--- config.mk ---
export PLATFORM = sky130hd
export DESIGN_NAME = mem_ctrl
export DESIGN_NICKNAME = d
export VERILOG_FILES = /design/src/rtl/mem_ctrl.sv
export SDC_FILE = /design/constraint.sdc
export NUM_CORES = 1
export LEC_CHECK = 0
export BUFFER_PORTS_ARGS = -buffer_cell sky130_fd_sc_hd__clkbuf_2
export CORE_ASPECT_RATIO = 1.25
export CORE_MARGIN = 4
export CORE_UTILIZATION = 59
export DETAILED_ROUTE_END_ITERATION = 8
export GPL_TIMING_DRIVEN = 0
export PLACE_DENSITY_LB_ADDON = 0.08
export SETUP_SLACK_MARGIN = 0.5
export SYNTH_ARGS = -nofsm -noshare
export SYNTH_HDL_FRONTEND = slang
export SYNTH_SLANG_ARGS = --single-unit
--- constraint.sdc ---
create_clock -name clk -period 6.9 [get_ports clk]
set_input_delay 1.38 -clock clk [delete_from_list [all_inputs] [get_ports clk]]
set_output_delay 1.38 -clock clk [all_outputs]
set_load 0.05 [all_outputs]
--- src/rtl/mem_ctrl.sv ---
// mem_ctrl: arbitrates instruction fetches and data accesses onto a byte-wide
// single-port RAM, moving 1/2/4 bytes per transaction one byte per cycle.
module mem_ctrl (
  input  logic        clk,
  input  logic        rst,
  input  logic        if_req,
  input  logic [31:0] if_addr,
  input  logic        if_cancel,
  output logic        if_done,
  output logic [31:0] if_data,
  input  logic        mem_req,
  input  logic        mem_we,
  input  logic [31:0] mem_addr,
  input  logic [1:0]  mem_size,
  input  logic [31:0] mem_wdata,
  output logic        mem_done,
  output logic [31:0] mem_rdata,
  output logic [31:0] ram_addr,
  output logic        ram_we,
  output logic [7:0]  ram_dout,
  input  logic [7:0]  ram_din,
  output logic        busy
);

  localparam int unsigned AW = 32;
  localparam int unsigned DW = 32;
  localparam int unsigned BW = 8;
  localparam int unsigned CW = 3;

  typedef enum logic {IDLE, ACCESS} state_t;

  state_t          state_q, state_d;
  logic [CW-1:0]   cnt_q, cnt_d, len_q, len_d;
  logic [AW-1:0]   base_q, base_d;
  logic            we_q, we_d, own_if_q, own_if_d;
  logic [DW-1:0]   wdata_q, wdata_d, res_q, res_d;
  logic            if_done_q, if_done_d, mem_done_q, mem_done_d;
  logic [DW-1:0]   if_data_q, if_data_d, mem_rdata_q, mem_rdata_d;
  logic [AW-1:0]   ram_addr_q, ram_addr_d;
  logic            ram_we_q, ram_we_d, busy_q, busy_d;
  logic [BW-1:0]   ram_dout_q, ram_dout_d;

  logic            grant_mem, grant_if, cancel, last;
  logic [1:0]      rd_idx;

  always_ff @(posedge clk or negedge rst) begin
    if (!rst) begin
      state_q     <= IDLE;
      cnt_q       <= '0;
      len_q       <= '0;
      base_q      <= '0;
      we_q        <= 1'b0;
      own_if_q    <= 1'b0;
      wdata_q     <= '0;
      res_q       <= '0;
      if_done_q   <= 1'b0;
      mem_done_q  <= 1'b0;
      if_data_q   <= '0;
      mem_rdata_q <= '0;
      ram_addr_q  <= '0;
      ram_we_q    <= 1'b0;
      ram_dout_q  <= '0;
      busy_q      <= 1'b0;
    end else begin
      state_q     <= state_d;
      cnt_q       <= cnt_d;
      len_q       <= len_d;
      base_q      <= base_d;
      we_q        <= we_d;
      own_if_q    <= own_if_d;
      wdata_q     <= wdata_d;
      res_q       <= res_d;
      if_done_q   <= if_done_d;
      mem_done_q  <= mem_done_d;
      if_data_q   <= if_data_d;
      mem_rdata_q <= mem_rdata_d;
      ram_addr_q  <= ram_addr_d;
      ram_we_q    <= ram_we_d;
      ram_dout_q  <= ram_dout_d;
      busy_q      <= busy_d;
    end
  end

  // Grants wait out the done cycle so the requester can drop its request.
  always_comb begin
    grant_mem = !if_done_q && !mem_done_q && mem_req;
    grant_if  = !if_done_q && !mem_done_q && !mem_req && if_req && !if_cancel;
    cancel    = own_if_q && if_cancel;
    last      = we_q ? (cnt_q == len_q - CW'(1)) : (cnt_q == len_q);
    state_d   = state_q;
    case (state_q)
      IDLE:    if (grant_mem || grant_if) state_d = ACCESS;
      ACCESS:  if (cancel || last) state_d = IDLE;
      default: state_d = IDLE;
    endcase
  end

  // Datapath and registered outputs; RAM signals are set up one cycle ahead.
  always_comb begin
    cnt_d       = cnt_q;
    len_d       = len_q;
    base_d      = base_q;
    we_d        = we_q;
    own_if_d    = own_if_q;
    wdata_d     = wdata_q;
    res_d       = res_q;
    if_done_d   = 1'b0;
    mem_done_d  = 1'b0;
    if_data_d   = if_data_q;
    mem_rdata_d = mem_rdata_q;
    ram_addr_d  = ram_addr_q;
    ram_we_d    = 1'b0;
    ram_dout_d  = ram_dout_q;
    rd_idx      = 2'(cnt_q - CW'(1));
    if (state_q == IDLE && (grant_mem || grant_if)) begin
      cnt_d    = '0;
      base_d   = grant_mem ? mem_addr : if_addr;
      we_d     = grant_mem && mem_we;
      wdata_d  = mem_wdata;
      own_if_d = !grant_mem;
      res_d    = '0;
      if (!grant_mem)             len_d = CW'(4);
      else if (mem_size == 2'b00) len_d = CW'(1);
      else if (mem_size == 2'b01) len_d = CW'(2);
      else                        len_d = CW'(4);
    end else if (state_q == ACCESS && !cancel) begin
      cnt_d = cnt_q + CW'(1);
      if (!we_q && cnt_q != '0) res_d[{rd_idx, 3'b000} +: BW] = ram_din;
      if (last) begin
        if (own_if_q) begin
          if_done_d = 1'b1;
          if_data_d = res_d;
        end else begin
          mem_done_d = 1'b1;
          if (!we_q) mem_rdata_d = res_d;
        end
      end
    end
    if (state_d == ACCESS && cnt_d < len_d) begin
      ram_addr_d = base_d + AW'(cnt_d);
      ram_we_d   = we_d;
      ram_dout_d = wdata_d[{cnt_d[1:0], 3'b000} +: BW];
    end
    busy_d = (state_d != IDLE);
  end

  assign if_done   = if_done_q;
  assign if_data   = if_data_q;
  assign mem_done  = mem_done_q;
  assign mem_rdata = mem_rdata_q;
  assign ram_addr  = ram_addr_q;
  assign ram_we    = ram_we_q;
  assign ram_dout  = ram_dout_q;
  assign busy      = busy_q;

endmodule

==> qor.log, run 1 <==
INFO  status         run_status=completed
INFO  drt            detail_route.vias_per_cell=5.86
INFO  critical_path  r2r.worst_path.cells=18
INFO  die            ioPinCount=220
INFO  timing         slew-limit-headroom=14.3%
INFO  yosys          synth_nets=1,134
INFO  yosys          ys_ff_latch=212
INFO  yosys          synth-compound-area-share=16.6%
INFO  global_routing grt_max_degree=79
INFO  place          io_buffer_count=218
INFO  power_and_ir_drop total_switching_power=3.39mW
INFO  yosys          postSynth.topFlopCell=sky130_fd_sc_hd__dfrtp_1
INFO  place          postPlaceCellArea=0.0113sqmm
INFO  final_layout   layout.cells.most_common=sky130_fd_sc_hd__clkbuf_2
INFO  critical_path  required_time_at_the_worst_slack_endpoint=7.29ns
INFO  power_and_ir_drop static-leakage-power=5.92nW
INFO  clock_network  clk_root_buffer_cell=sky130_fd_sc_hd__clkbuf_16
INFO  clock_network  h-tree-depth=1
INFO  critical_path  crit_chain=clkbuf_2 > nand2b_1 > a21oi_4 > buf_6 > buf_2 > buf_1 > buf_1 > nor2_1 > a31oi_1 > ha_1 > fa_1 > a21oi_1 > a211oi_1 > and3b_1 > nand3_2 > clkbuf_1 > o211a_1 > a211o_1
INFO  global_routing grt_first_pass_wirelength=46,100um
INFO  job            drv_cap=0
INFO  clock_network  path_clk_slew=0.06ns
INFO  power_and_ir_drop cell_internal_pwr=3.49mW
INFO  timing         worstMarginPinSlew=1.28ns
INFO  final_layout   fillCellCount=1,293
INFO  clock_network  tritoncts_clock_tree=yes
INFO  final_layout   layout_cell_share_with_drive_strength_beyond_1=24.0%
INFO  global_routing vias_in_the_first_global_route=8,916
INFO  critical_path  critical_path_launch_point_type=input pin
INFO  yosys          postSynthAreaPerCell=9.79squm
INFO  critical_path  kind_of_cell_adding_the_most_delay_to_the_critical_path=buffers and inverters
INFO  power_and_ir_drop max-vdd-ir-drop=0.000355V
INFO  die            die_h=153um
INFO  final_layout   synthToLayoutAreaGrowth=21.3%
INFO  clock_network  cts_setup_buffers=0
INFO  timing         finClkSkew=0.0181ns
INFO  drt            drt_first_pass_iters=6
INFO  die            core_region_area=0.0163sqmm
INFO  yosys          area_share_of_xor_xnor_cells_in_the_synthesized_design=1.73%
INFO  drt            wire_per_inst=19.5um
INFO  final_layout   design.final.nets=1,377
INFO  place          gpl.final_weighted_congestion=0.897
INFO  timing         final_max_slew_viol_count=0
INFO  yosys          synth_top_family_by_area=simple AND/OR/NAND/NOR gates
INFO  drt            detailroute.via_count=8,685
INFO  yosys          share_of_synthesized_area_occupied_by_flip_flops_and_latches=53.7%
INFO  timing         timing.final.setup_violations=0
INFO  global_routing global_route.usage.total=30.9%
INFO  yosys          async_reset_ff_share=100%
INFO  yosys          post-synth-top-area-fraction=53.7%
INFO  clock_network  ctsHoldBuffers=0
INFO  final_layout   finalInstanceArea=0.0120sqmm
INFO  yosys          yosys.area_share.adder=1.72%
INFO  power_and_ir_drop share_clk_of_total_power=17.0%
INFO  yosys          synth.area.top_cells=sky130_fd_sc_hd__dfrtp_1, sky130_fd_sc_hd__nand2_1, sky130_fd_sc_hd__a21oi_1
INFO  min_path       min_delay_path_depth=2
INFO  place          placement.setup.worst_slack=0.478ns
INFO  critical_path  critical_path_depth=18
INFO  critical_path  cp_max_fo=10
INFO  power_and_ir_drop switching_share=49.3%
INFO  drt            drt.antenna.violating_nets=0
INFO  clock_network  clock_latency=0.50ns
INFO  yosys          synthCells=1,009
INFO  critical_path  worstSetupEndpointType=flop
INFO  critical_path  worstSetupPathType=in -> reg
INFO  die            rows=52
INFO  yosys          mappedNetlistArea=0.00988sqmm
INFO  place          post-dp-hpwl=20,700um
INFO  timing         timing.final.hold_violations=0
INFO  die            die_x=124um
INFO  critical_path  cp_num_buf_inv=6
INFO  place          dpl.cell_count=1,445
INFO  critical_path  crit_slowest_cell=sky130_fd_sc_hd__a211oi_1
INFO  global_routing antenna_found_initial=2
INFO  power_and_ir_drop part_of_the_total_power_dissipated_in_combinational_logic=53.6%
INFO  die            floorplan.initialDensity=60.5%
INFO  critical_path  worst-endpoint-arrival=6.37ns
INFO  clock_network  cts_repair_resize_count=0
INFO  clock_network  clockBufferDepth=3
INFO  yosys          yosysWarnings=0
INFO  final_layout   utilization=73.4%
INFO  timing         final.period_utilization=86.7%
INFO  yosys          synth_cell_types=70
INFO  critical_path  crit_path_max_incr_delay=0.55ns
INFO  global_routing globalRoute.totalOverflow=0
INFO  clock_network  cts.sink_count=212
INFO  power_and_ir_drop power.sequential.fraction=29.4%
INFO  yosys          synth_mux_area_share=4.14%
INFO  yosys          synth-simple-area-share=18.6%
INFO  min_path       hp-class=reg -> reg
INFO  critical_path  crit_path_frequent_cell=sky130_fd_sc_hd__buf_1
INFO  power_and_ir_drop total_power=6.88mW
INFO  final_layout   mostFrequentLayoutCells=sky130_fd_sc_hd__clkbuf_2, sky130_fd_sc_hd__dfrtp_1, sky130_fd_sc_hd__nand2_1
INFO  die            floorplan.die_area=0.0189sqmm
INFO  yosys          post-synth-top-area-cell=sky130_fd_sc_hd__dfrtp_1
INFO  drt            remaining_drc_errors=0
INFO  timing         max_freq=0.167GHz
INFO  clock_network  numCtsBuffers=21
INFO  timing         final_period_minus_worst_setup_slack=5.98ns
INFO  timing         worst_slack=0.916ns
INFO  timing         rsz0062_at_grt=no
INFO  drt            detailedRoute.firstIterationViolations=743
INFO  power_and_ir_drop power_per_cell_area=574mW/mm^2
INFO  yosys          synth_edf_count=0
INFO  timing         setup_total_negative_slack=0ns
INFO  timing         finalHoldWorstSlack=0.471ns
INFO  drt            total_detailed_routing_wirelength=28,800um
INFO  final_layout   final-instance-count-excl-fill=1,481
-- final cells by class --
type | count | area (sq um) | area share, %
repair buffers | 220 | 1150 | 9.63
clock buffers | 29 | 576 | 4.80
multi-input cells | 714 | 4230 | 35.2
flip-flops and latches | 212 | 5310 | 44.2
inverters | 23 | 86.3 | 0.720
diodes | 1 | 2.50 | 0.0209
well taps | 216 | 270 | 2.25
clock inverters | 6 | 105 | 0.877
plain buffers | 60 | 265 | 2.21
-- path summary, 6_finish.rpt --
check,slack [ns],start,end
max,0.92,if_cancel,ram_addr[14]$_DFFE_PN0P_
min reg2reg,0.47,wdata_q[29]$_DFF_PN0_,wdata_q[29]$_DFF_PN0_
min,0.47,wdata_q[29]$_DFF_PN0_,wdata_q[29]$_DFF_PN0_
min in group asynchronous,0.87,rst,if_data[29]$_DFFE_PN0P_
max in group asynchronous,5.27,rst,ram_addr[6]$_DFFE_PN0P_
max reg2reg,1.04,if_done$_DFF_PN0_,ram_addr[14]$_DFFE_PN0P_
-- metal layers --
| metal | vias up | GRT usage (%) | share of wire (%) |
|---|---|---|---|
| met5 | - | 0 | 0.045 |
| met4 | 2 | 12.5 | 3.9 |
| met3 | 72 | 4.64 | 6.9 |
| met2 | 363 | 53.0 | 51 |
| met1 | 4222 | 38.7 | 38 |
| li1 | 4026 | - | - |
-- cell usage after synthesis, types with 8 or more instances --
cell,count
sky130_fd_sc_hd__nand3_1,9
sky130_fd_sc_hd__dfrtp_1,212
sky130_fd_sc_hd__buf_1,10
sky130_fd_sc_hd__inv_1,23
sky130_fd_sc_hd__and2_1,10
sky130_fd_sc_hd__mux2i_1,24
sky130_fd_sc_hd__and3_1,29
sky130_fd_sc_hd__buf_2,8
sky130_fd_sc_hd__xnor2_1,12
sky130_fd_sc_hd__a22o_1,32
sky130_fd_sc_hd__ha_1,12
sky130_fd_sc_hd__o21ai_0,62
sky130_fd_sc_hd__a22oi_1,9
sky130_fd_sc_hd__clkbuf_1,37
sky130_fd_sc_hd__nand2_1,211
sky130_fd_sc_hd__a21oi_1,70
sky130_fd_sc_hd__nor2_1,71
sky130_fd_sc_hd__mux2_2,11
sky130_fd_sc_hd__a31oi_1,24
sky130_fd_sc_hd__nor3_1,8
sky130_fd_sc_hd__or3_1,11
-- worst reg2reg max path: stages, from the launching register on --
cell	delay [ns]
sky130_fd_sc_hd__dfrtp_1	0.45
sky130_fd_sc_hd__or3_1	0.41
sky130_fd_sc_hd__buf_2	0.25
sky130_fd_sc_hd__a21oi_4	0.38
sky130_fd_sc_hd__buf_6	0.24
sky130_fd_sc_hd__buf_2	0.33
sky130_fd_sc_hd__buf_1	0.49
sky130_fd_sc_hd__buf_1	0.48
sky130_fd_sc_hd__nor2_1	0.10
sky130_fd_sc_hd__a31oi_1	0.20
sky130_fd_sc_hd__ha_1	0.23
sky130_fd_sc_hd__fa_1	0.23
sky130_fd_sc_hd__a21oi_1	0.08
sky130_fd_sc_hd__a211oi_1	0.55
sky130_fd_sc_hd__and3b_1	0.33
sky130_fd_sc_hd__nand3_2	0.19
sky130_fd_sc_hd__clkbuf_1	0.30
sky130_fd_sc_hd__o211a_1	0.27
sky130_fd_sc_hd__a211o_1	0.25
-- flip-flops by register name (all words and copies together) (netlist names), 3 cells and up --
| signal | cells |
|---|---|
| res_q | 32 |
| cnt_q | 3 |
| if_data | 32 |
| ram_dout | 8 |
| len_q | 3 |
| ram_addr | 32 |
| wdata_q | 32 |
| mem_rdata | 32 |
| base_q | 32 |
-- cell families (layout without fill, tap and decap cells) --
group / Yosys count / in the layout
compound gates: 250 / 250
fa+ha+maj: 13 / 13
xor+xnor: 18 / 18
simple gates: 395 / 395
mux: 38 / 38
buf+inv: 83 / 338
other cells: 0 / 1
flops: 212 / 212
-- power groups by stage --
stage          combinational (mW)  sequential [mW]  clock, mW
4_1_cts                      3.69             2.02       1.18
3_5_place_dp                 3.65             2.04          0
6_report                     3.69             2.02       1.17
3_3_place_gp                 3.57             2.02          0
2_1_floorplan                1.78             2.89          0
5_1_grt                      4.01             2.07       1.23
(Power assumes the default switching activity.)
==> run 2, diff against run 1 <==
--- a/config.mk
+++ b/config.mk
@@ -5,10 +5,11 @@
 export SDC_FILE = /design/constraint.sdc
 export NUM_CORES = 1
 export LEC_CHECK = 0
+export ABC_AREA = 1
 export BUFFER_PORTS_ARGS = -buffer_cell sky130_fd_sc_hd__clkbuf_2
 export CORE_ASPECT_RATIO = 1.25
 export CORE_MARGIN = 4
-export CORE_UTILIZATION = 59
+export CORE_UTILIZATION = 60
 export DETAILED_ROUTE_END_ITERATION = 8
 export GPL_TIMING_DRIVEN = 0
 export PLACE_DENSITY_LB_ADDON = 0.08
==> run 2 against run 1 <==
Global-route usage is 0.093 points lower; clock skew is 0.0072 ns lower; design area is 7.5% higher; utilization hardly changed; sequential cell count stayed put; clock-buffer cell count is 2 lower; register-to-register slack better by 1.8 ns; sequential share of layout area is 3.1 points lower; die area is 6.8% higher; via count is 16% higher; highest routed layer is now met4.
==> qor.log, run 2 <==
INFO  final_layout   layout_cell_share_with_drive_strength_beyond_1=21.2% [was 24.0%]
INFO  timing         final_period_minus_worst_setup_slack=4.34ns [was 5.98 ns]
INFO  place          post-dp-hpwl=23,800um [was 20,700 um]
INFO  drt            remaining_drc_errors=0 [unchanged]
INFO  critical_path  cp_max_fo=10 [unchanged]
INFO  clock_network  numCtsBuffers=21 [unchanged]
INFO  critical_path  r2r.worst_path.cells=19 [was 18]
INFO  timing         slew-limit-headroom=48.7% [was 14.3%]
INFO  final_layout   synthToLayoutAreaGrowth=19.7% [was 21.3%]
INFO  yosys          ys_ff_latch=212 [unchanged]
INFO  clock_network  ctsHoldBuffers=0 [unchanged]
INFO  critical_path  worstSetupEndpointType=flop [unchanged]
INFO  yosys          synthCells=1,379 [was 1,009]
INFO  drt            detailedRoute.firstIterationViolations=761 [was 743]
INFO  timing         max_freq=0.231GHz [was 0.167 GHz]
INFO  timing         rsz0062_at_grt=no [unchanged]
INFO  yosys          netlist_top_cells_count=sky130_fd_sc_hd__nand2_1, sky130_fd_sc_hd__dfrtp_1, sky130_fd_sc_hd__inv_1, sky130_fd_sc_hd__nor2_1, sky130_fd_sc_hd__o21ai_0 [was sky130_fd_sc_hd__dfrtp_1, sky130_fd_sc_hd__nand2_1, sky130_fd_sc_hd__nor2_1]
INFO  die            rows=54 [was 52]
INFO  timing         timing.final.setup_violations=0 [unchanged]
INFO  clock_network  clockBufferDepth=3 [unchanged]
INFO  global_routing global_route.usage.total=30.8% [was 30.9%]
INFO  critical_path  worst_setup_path_startpoint=mem_req [was if_cancel]
INFO  drt            detail_route.vias_per_cell=5.41 [was 5.86]
INFO  global_routing grt_first_pass_wirelength=49,500um [was 46,100 um]
INFO  timing         setup_total_negative_slack=0ns [unchanged]
INFO  yosys          synth_cell_types=45 [was 70]
INFO  global_routing antenna_found_initial=0 [was 2]
INFO  clock_network  tritoncts_clock_tree=yes [unchanged]
INFO  yosys          synthMostInstantiatedCell=sky130_fd_sc_hd__nand2_1 [was sky130_fd_sc_hd__dfrtp_1]
INFO  yosys          synth_edf_count=0 [unchanged]
INFO  drt            drt.antenna.violating_nets=0 [unchanged]
INFO  clock_network  cts_repair_resize_count=0 [unchanged]
INFO  die            ioPinCount=220 [unchanged]
INFO  place          gpl.final_weighted_congestion=0.966 [was 0.897]
INFO  clock_network  clk_root_buffer_cell=sky130_fd_sc_hd__clkbuf_16 [unchanged]
INFO  yosys          synth.area.top_cells=sky130_fd_sc_hd__dfrtp_1, sky130_fd_sc_hd__nand2_1, sky130_fd_sc_hd__inv_1 [was sky130_fd_sc_hd__dfrtp_1, sky130_fd_sc_hd__nand2_1, sky130_fd_sc_hd__a21oi_1]
INFO  yosys          postSynthAreaPerCell=7.81squm [was 9.79 sq um]
INFO  place          io_buffer_count=218 [unchanged]
INFO  yosys          post-synth-top-area-fraction=49.2% [was 53.7%]
INFO  global_routing globalRoute.totalOverflow=0 [unchanged]
INFO  yosys          yosysWarnings=0 [unchanged]
INFO  clock_network  cts.sink_count=212 [unchanged]
INFO  global_routing vias_in_the_first_global_route=9,660 [was 8,916]
INFO  timing         finalHoldWorstSlack=0.477ns [was 0.471 ns]
INFO  timing         final_max_slew_viol_count=0 [unchanged]
INFO  critical_path  worstSetupPathType=in -> reg [unchanged]
INFO  yosys          share_of_synthesized_area_occupied_by_flip_flops_and_latches=49.2% [was 53.7%]
INFO  global_routing grt_max_degree=97 [was 79]
INFO  critical_path  reg_to_reg_critical_path_endpoint=ram_addr[26]$_DFFE_PN0P_ [was ram_addr[14]$_DFFE_PN0P_]
INFO  drt            wire_per_inst=16.8um [was 19.5 um]
INFO  drt            drt_first_pass_iters=6 [unchanged]
INFO  critical_path  critical_path_launch_point_type=input pin [unchanged]
INFO  die            core_region_area=0.0176sqmm [was 0.0163 sq mm]
INFO  clock_network  clock_latency=0.51ns [was 0.50 ns]
INFO  status         run_status=completed [unchanged]
INFO  yosys          postSynth.topFlopCell=sky130_fd_sc_hd__dfrtp_1 [unchanged]
INFO  critical_path  required_time_at_the_worst_slack_endpoint=7.29ns [about the same]
INFO  final_layout   antennaDiodeCount=0 [was 1]
INFO  critical_path  worst-endpoint-arrival=4.73ns [was 6.37 ns]
INFO  critical_path  crit_path_max_incr_delay=0.33ns [was 0.55 ns]
INFO  job            drv_cap=0 [unchanged]
INFO  yosys          synth_nets=1,504 [was 1,134]
INFO  final_layout   mostFrequentLayoutCells=sky130_fd_sc_hd__nand2_1, sky130_fd_sc_hd__clkbuf_2, sky130_fd_sc_hd__dfrtp_1 [was sky130_fd_sc_hd__clkbuf_2, sky130_fd_sc_hd__dfrtp_1, sky130_fd_sc_hd__nand2_1]
INFO  die            die_h=158um [was 153 um]
INFO  critical_path  r2r_start=mem_done$_DFF_PN0_ [was if_done$_DFF_PN0_]
INFO  critical_path  critical_path_sink=ram_addr[26]$_DFFE_PN0P_ [was ram_addr[14]$_DFFE_PN0P_]
INFO  critical_path  crit_chain=buf_2 > a21oi_2 > nor2_4 > buf_6 > buf_2 > buf_2 > o21ai_0 > o21ai_0 > ha_1 > fa_1 > a21oi_1 > nor2_2 > nand2_2 > nor2_1 > nand3_1 > nand2_1 > nand2_1 > nand2_1 > nand2_1 [was clkbuf_2 > nand2b_1 > a21oi_4 > buf_6 > buf_2 > buf_1 > buf_1 > nor2_1 > a31oi_1 > ha_1 > fa_1 > a21oi_1 > a211oi_1 > and3b_1 > nand3_2 > clkbuf_1 > o211a_1 > a211o_1]
INFO  die            floorplan.initialDensity=61.3% [was 60.5%]
INFO  clock_network  h-tree-depth=1 [unchanged]
INFO  final_layout   layout.cells.most_common=sky130_fd_sc_hd__nand2_1 [was sky130_fd_sc_hd__clkbuf_2]
INFO  yosys          post-synth-top-area-cell=sky130_fd_sc_hd__dfrtp_1 [unchanged]
INFO  timing         final.period_utilization=62.9% [was 86.7%]
INFO  critical_path  regToRegSetupSlack=2.86ns [was 1.04 ns]
INFO  yosys          async_reset_ff_share=100% [unchanged]
INFO  timing         timing.final.hold_violations=0 [unchanged]
INFO  final_layout   design.final.nets=1,747 [was 1,377]
INFO  clock_network  cts_setup_buffers=0 [unchanged]
INFO  die            die_x=128um [was 124 um]
INFO  drt            total_detailed_routing_wirelength=31,300um [was 28,800 um]
INFO  clock_network  path_clk_slew=0.06ns [about the same]
INFO  yosys          mappedNetlistArea=0.0108sqmm [was 0.00988 sq mm]
INFO  critical_path  crit_path_frequent_cell=sky130_fd_sc_hd__nand2_1 [was sky130_fd_sc_hd__buf_1]
INFO  timing         finClkSkew=0.0110ns [was 0.0181 ns]
INFO  critical_path  crit_slowest_cell=sky130_fd_sc_hd__nor2_1 [was sky130_fd_sc_hd__a211oi_1]
INFO  min_path       hp-class=reg -> reg [unchanged]
INFO  drt            detailroute.via_count=10,100 [was 8,685]
INFO  die            floorplan.die_area=0.0202sqmm [was 0.0189 sq mm]
INFO  timing         worstMarginPinSlew=0.763ns [was 1.28 ns]
-- run 2: cell count changes after synthesis, sizes merged, moves of 29 or more --
cell / delta
inv: +97
o21a: +29
a22o: -32
nand2: +296
nor2: +59
nand3: +31
and3: -29
o21ai: +51
-- run 2: stage by stage --
step	setup WS [ns]	instances	cell area, sq um	utilization (%)
after floorplan	2.90	1379	10800	-
after global routing	2.33	1859	12900	73.4
final	2.56	1859	12900	73.4
after detailed placement	2.11	1823	12200	69.5
after global placement	0.371	1821	12100	69.1
after CTS	2.60	1859	12900	73.4
-- run 2: final cells by class --
| type | instances | area, sq um |
|---|---|---|
| Timing Repair Buffer | 220 | 1150 |
| Clock inverter | 9 | 105 |
| Inverter | 121 | 454 |
| Fill cell | 1380 | 4670 |
| Buffer | 63 | 330 |
| Tap cell | 224 | 280 |
| Clock buffer | 27 | 578 |
| Multi-Input combinational cell | 983 | 4690 |
| Sequential cell | 212 | 5310 |
-- run 2: worst max-delay path, delay by kind of cell --
| family | cells | cell delay [ns] |
|---|---|---|
| simple gates | 9 | 1.34 |
| buf+inv | 4 | 0.90 |
| compound gates | 4 | 0.59 |
| fa+ha+maj | 2 | 0.51 |
-- run 2: cells by family (layout without fill, tap and decap cells) --
group	count (synthesis)	in the layout	share of synthesized area, %
buf+inv	184	440	7.28
compound gates	230	230	12.6
simple gates	712	712	26.9
xor+xnor	17	17	1.38
fa+ha+maj	13	13	1.58
flops	212	212	49.2
mux	11	11	1.03
-- run 2: how the worst min path moves through the flow --
stage	startpoint	to	slack (ns)	cells past startpoint
4_1_cts	wdata_q[8]$_DFF_PN0_	wdata_q[8]$_DFF_PN0_	0.48	2
2_1_floorplan	wdata_q[10]$_DFF_PN0_	wdata_q[10]$_DFF_PN0_	0.44	2
5_1_grt	mem_rdata[13]$_DFFE_PN0P_	mem_rdata[13]$_DFFE_PN0P_	0.50	1
6_report	ram_addr[16]$_DFFE_PN0P_	ram_addr[16]$_DFFE_PN0P_	0.48	2
3_5_place_dp	wdata_q[25]$_DFF_PN0_	wdata_q[25]$_DFF_PN0_	0.46	2
3_3_place_gp	wdata_q[8]$_DFF_PN0_	wdata_q[8]$_DFF_PN0_	0.45	2
-- run 2: routing by layer --
metal,up-vias,share of wire (%),global-route usage (%)
met5,-,0,0
met4,0,3.8,12.0
met3,78,6.7,4.08
met2,383,50,52.8
met1,4753,40,40.0
li1,4842,-,-
Power of run 2 is not shown: default switching activity piles up to over one toggle a cycle in this logic, so the estimate is an artifact.
==> run 3, diff against run 2 <==
--- a/config.mk
+++ b/config.mk
@@ -5,11 +5,11 @@
 export SDC_FILE = /design/constraint.sdc
 export NUM_CORES = 1
 export LEC_CHECK = 0
-export ABC_AREA = 1
+export ABC_AREA = 0
 export BUFFER_PORTS_ARGS = -buffer_cell sky130_fd_sc_hd__clkbuf_2
 export CORE_ASPECT_RATIO = 1.25
 export CORE_MARGIN = 4
-export CORE_UTILIZATION = 60
+export CORE_UTILIZATION = 55
 export DETAILED_ROUTE_END_ITERATION = 8
 export GPL_TIMING_DRIVEN = 0
 export PLACE_DENSITY_LB_ADDON = 0.08
==> constraint.sdc (replaced) <==
create_clock -name clk -period 4.45 [get_ports clk]
set_input_delay 0.89 -clock clk [delete_from_list [all_inputs] [get_ports clk]]
set_output_delay 0.89 -clock clk [all_outputs]
set_load 0.05 [all_outputs]
==> run 3 against run 2 <==
Setup slack got worse by 1.9 ns; first-iteration DRC count down 21%; critical path depth decreased by 2; non-clock buffer count increased by 20; via count down 13%; hold slack worse by 0.031 ns; clock-buffer cell count increased by 5; wire length decreased by 7.5%; global-route usage is 2.4 points lower; sequential cell count unchanged; final cell count shrank 19%.
==> qor.log, run 3 (synthesis gave the netlist of run 1 again) <==
INFO  final_layout   fillCellCount=1,425 [was 1,380]
INFO  power_and_ir_drop power.sequential.fraction=28.5%
INFO  critical_path  worstSetupPathType=reg -> reg [was in -> reg]
INFO  timing         slew-limit-headroom=11.9% [was 48.7%]
INFO  die            ioPinCount=220 [unchanged]
INFO  final_layout   layout.area.seq=0.00531sqmm [about the same]
INFO  global_routing grt_max_degree=115 [was 97]
INFO  timing         final_max_slew_viol_count=0 [unchanged]
INFO  final_layout   multi_input_area=0.00429sqmm [was 0.00469 sq mm]
INFO  drt            remaining_drc_errors=0 [unchanged]
INFO  power_and_ir_drop share_clk_of_total_power=16.2%
INFO  drt            detail_route.vias_per_cell=5.76 [was 5.41]
INFO  timing         finClkSkew=0.0176ns [was 0.0110 ns]
INFO  clock_network  ctsHoldBuffers=0 [unchanged]
INFO  clock_network  clockBufferDepth=3 [unchanged]
INFO  die            core_region_area=0.0176sqmm [unchanged]
INFO  power_and_ir_drop cell_internal_pwr=5.63mW
INFO  global_routing met2_usage=49.8% [was 52.8%]
INFO  min_path       hp-class=in -> async [was reg -> reg]
INFO  critical_path  required_time_at_the_worst_slack_endpoint=4.87ns [was 7.29 ns]
INFO  global_routing global_route.usage.total=28.4% [was 30.8%]
INFO  drt            drt.antenna.violating_nets=0 [unchanged]
INFO  power_and_ir_drop total_switching_power=5.33mW
INFO  timing         max_freq=0.263GHz
INFO  place          post-dp-hpwl=20,500um [was 23,800 um]
INFO  final_layout   design.final.nets=1,401 [was 1,747]
INFO  final_layout   layout_cell_share_with_drive_strength_beyond_1=27.5% [was 21.2%]
INFO  place          gpl.final_weighted_congestion=0.956 [was 0.966]
INFO  power_and_ir_drop part_of_the_total_power_dissipated_in_combinational_logic=55.3%
INFO  place          postPlaceCellArea=0.0113sqmm [was 0.0122 sq mm]
INFO  clock_network  h-tree-depth=1 [unchanged]
INFO  critical_path  critical_path_launch_point_type=flop [was input pin]
INFO  timing         rsz0062_at_grt=no [unchanged]
INFO  clock_network  clk_root_buffer_cell=sky130_fd_sc_hd__clkbuf_16 [unchanged]
INFO  power_and_ir_drop switching_share=48.7%
INFO  drt            detailedRoute.firstIterationViolations=604 [was 761]
INFO  power_and_ir_drop static-leakage-power=6.09nW
INFO  status         run_status=completed [unchanged]
INFO  timing         timing.final.hold_violations=0 [unchanged]
INFO  critical_path  worst-endpoint-arrival=4.21ns [was 4.73 ns]
INFO  clock_network  path_clk_slew=0.06ns [about the same]
INFO  die            floorplan.initialDensity=56.3% [was 61.3%]
INFO  timing         final.period_utilization=85.3%
INFO  timing         final_period_minus_worst_setup_slack=3.80ns
INFO  global_routing grtUsageMet3=4.12% [was 4.08%]
INFO  critical_path  crit_chain=or3_4 > buf_8 > a21oi_4 > buf_8 > buf_12 > buf_12 > buf_12 > nor2_1 > a31oi_2 > ha_2 > fa_2 > a21oi_1 > a211oi_2 > and3b_2 > nand3_4 > or4_1 > a31oi_1 [was buf_2 > a21oi_2 > nor2_4 > buf_6 > buf_2 > buf_2 > o21ai_0 > o21ai_0 > ha_1 > fa_1 > a21oi_1 > nor2_2 > nand2_2 > nor2_1 > nand3_1 > nand2_1 > nand2_1 > nand2_1 > nand2_1]
INFO  timing         finalHoldWorstSlack=0.446ns [was 0.477 ns]
INFO  drt            wire_per_inst=19.1um [was 16.8 um]
INFO  global_routing globalRoute.totalOverflow=0 [unchanged]
INFO  drt            total_detailed_routing_wirelength=28,900um [was 31,300 um]
INFO  global_routing groute.layer.met1.usage=36.2% [was 40.0%]
INFO  global_routing global_route.peak_usage_layer=met2 [unchanged]
INFO  critical_path  crit_path_max_incr_delay=0.53ns [was 0.33 ns]
INFO  global_routing antenna_found_initial=2 [was 0]
INFO  power_and_ir_drop power_per_cell_area=890mW/mm^2
INFO  final_layout   finalInstanceArea=0.0123sqmm [was 0.0129 sq mm]
INFO  critical_path  cp_max_fo=10 [unchanged]
INFO  job            drv_cap=0 [unchanged]
INFO  place          placement.setup.worst_slack=-1.05ns [was 2.11 ns]
INFO  critical_path  worstSetupEndpointType=flop [unchanged]
INFO  final_layout   layout.cells.most_common=sky130_fd_sc_hd__clkbuf_2 [was sky130_fd_sc_hd__nand2_1]
INFO  clock_network  cts.sink_count=212 [unchanged]
INFO  clock_network  clock_latency=0.51ns [about the same]
INFO  clock_network  numCtsBuffers=22 [was 21]
INFO  critical_path  crit_slowest_cell=sky130_fd_sc_hd__or4_1 [was sky130_fd_sc_hd__nor2_1]
INFO  global_routing vias_in_the_first_global_route=8,737 [was 9,660]
INFO  timing         timing.final.setup_violations=0 [unchanged]
INFO  die            die_x=128um [about the same]
INFO  clock_network  tritoncts_clock_tree=yes [unchanged]
INFO  critical_path  crit_path_frequent_cell=sky130_fd_sc_hd__buf_12 [was sky130_fd_sc_hd__nand2_1]
INFO  drt            detailroute.via_count=8,725 [was 10,100]
INFO  die            die_h=158um [about the same]
INFO  global_routing grt_first_pass_wirelength=45,500um [was 49,500 um]
INFO  place          io_buffer_count=218 [unchanged]
INFO  die            rows=54 [unchanged]
INFO  die            floorplan.die_area=0.0202sqmm [about the same]
INFO  power_and_ir_drop max-vdd-ir-drop=0.000670V
INFO  final_layout   mostFrequentLayoutCells=sky130_fd_sc_hd__clkbuf_2, sky130_fd_sc_hd__nand2_1, sky130_fd_sc_hd__dfrtp_1 [was sky130_fd_sc_hd__nand2_1, sky130_fd_sc_hd__clkbuf_2, sky130_fd_sc_hd__dfrtp_1]
INFO  timing         worstMarginPinSlew=1.31ns [was 0.763 ns]
INFO  drt            drt_first_pass_iters=5 [was 6]
INFO  final_layout   synthToLayoutAreaGrowth=24.7% [was 19.7%]
INFO  timing         worst_slack=0.654ns [was 2.56 ns]
## run 3: worst max-delay path: cells and delay by family (launching register included)
kind,cells,cell delay (ns)
simple gates,5,1.38
compound gates,5,0.82
fa+ha+maj,2,0.45
buf+inv,5,0.62
flops,1,0.44
## run 3: per-layer routing
metal  up-vias  wire length [um]
met3        64              1860
met5         -                13
li1       4091                 -
met1      4247             11500
met2       321             14700
met4         2               850
## run 3: cell type report
class / instances / share of cell area (%)
Inverter: 23 / 0.701
Buffer: 60 / 2.95
Tap cell: 224 / 2.27
Antenna cell: 1 / 0.0203
Multi-Input combinational cell: 714 / 34.8
Clock buffer: 32 / 5.02
Clock inverter: 5 / 0.518
Sequential cell: 212 / 43.1
Timing Repair Buffer: 243 / 10.6
## run 3: timing repair
item / 4_1_cts / 5_1_grt
endpoints found under the hold margin: 0 / 0
pin swaps: 3 / 7
gates resized for setup: 16 / 27
setup buffers: 9 / 15
endpoints found under the setup margin: 41 / 39
## run 3: through the flow
stage / cells / utilization, % / total power [mW] / TNS, ns
after floorplan: 1009 / - / 7.29 / 0
after global placement: 1451 / 64.4 / 8.76 / -382.79
after detailed placement: 1452 / 64.6 / 8.87 / -30.66
after CTS: 1498 / 69.1 / 10.8 / 0
after global routing: 1514 / 70.1 / 11.7 / 0
final: 1514 / 70.1 / 11.0 / 0
## run 3: power groups by stage
stage / sequential (mW) / combinational (mW) / clock [mW]
global route: 3.21 / 6.58 / 1.87
detailed placement: 3.16 / 5.71 / 0
global placement: 3.14 / 5.63 / 0
CTS: 3.13 / 5.89 / 1.80
finish: 3.13 / 6.06 / 1.77
floorplan: 4.49 / 2.81 / 0
## run 3: worst paths after layout
check / endpoint / slack (ns) / cells after the start / from
min in group clk: wdata_q[26]$_DFF_PN0_ / 0.47 / 2 / wdata_q[26]$_DFF_PN0_
hold reg to reg: wdata_q[26]$_DFF_PN0_ / 0.47 / 2 / wdata_q[26]$_DFF_PN0_
setup reg to reg: ram_addr[28]$_DFFE_PN0P_ / 0.65 / 17 / if_done$_DFF_PN0_
hold / removal: if_data[0]$_DFFE_PN0P_ / 0.45 / 1 / rst
max in group asynchronous: if_done$_DFF_PN0_ / 2.95 / 2 / rst
setup / recovery: ram_addr[28]$_DFFE_PN0P_ / 0.65 / 17 / if_done$_DFF_PN0_
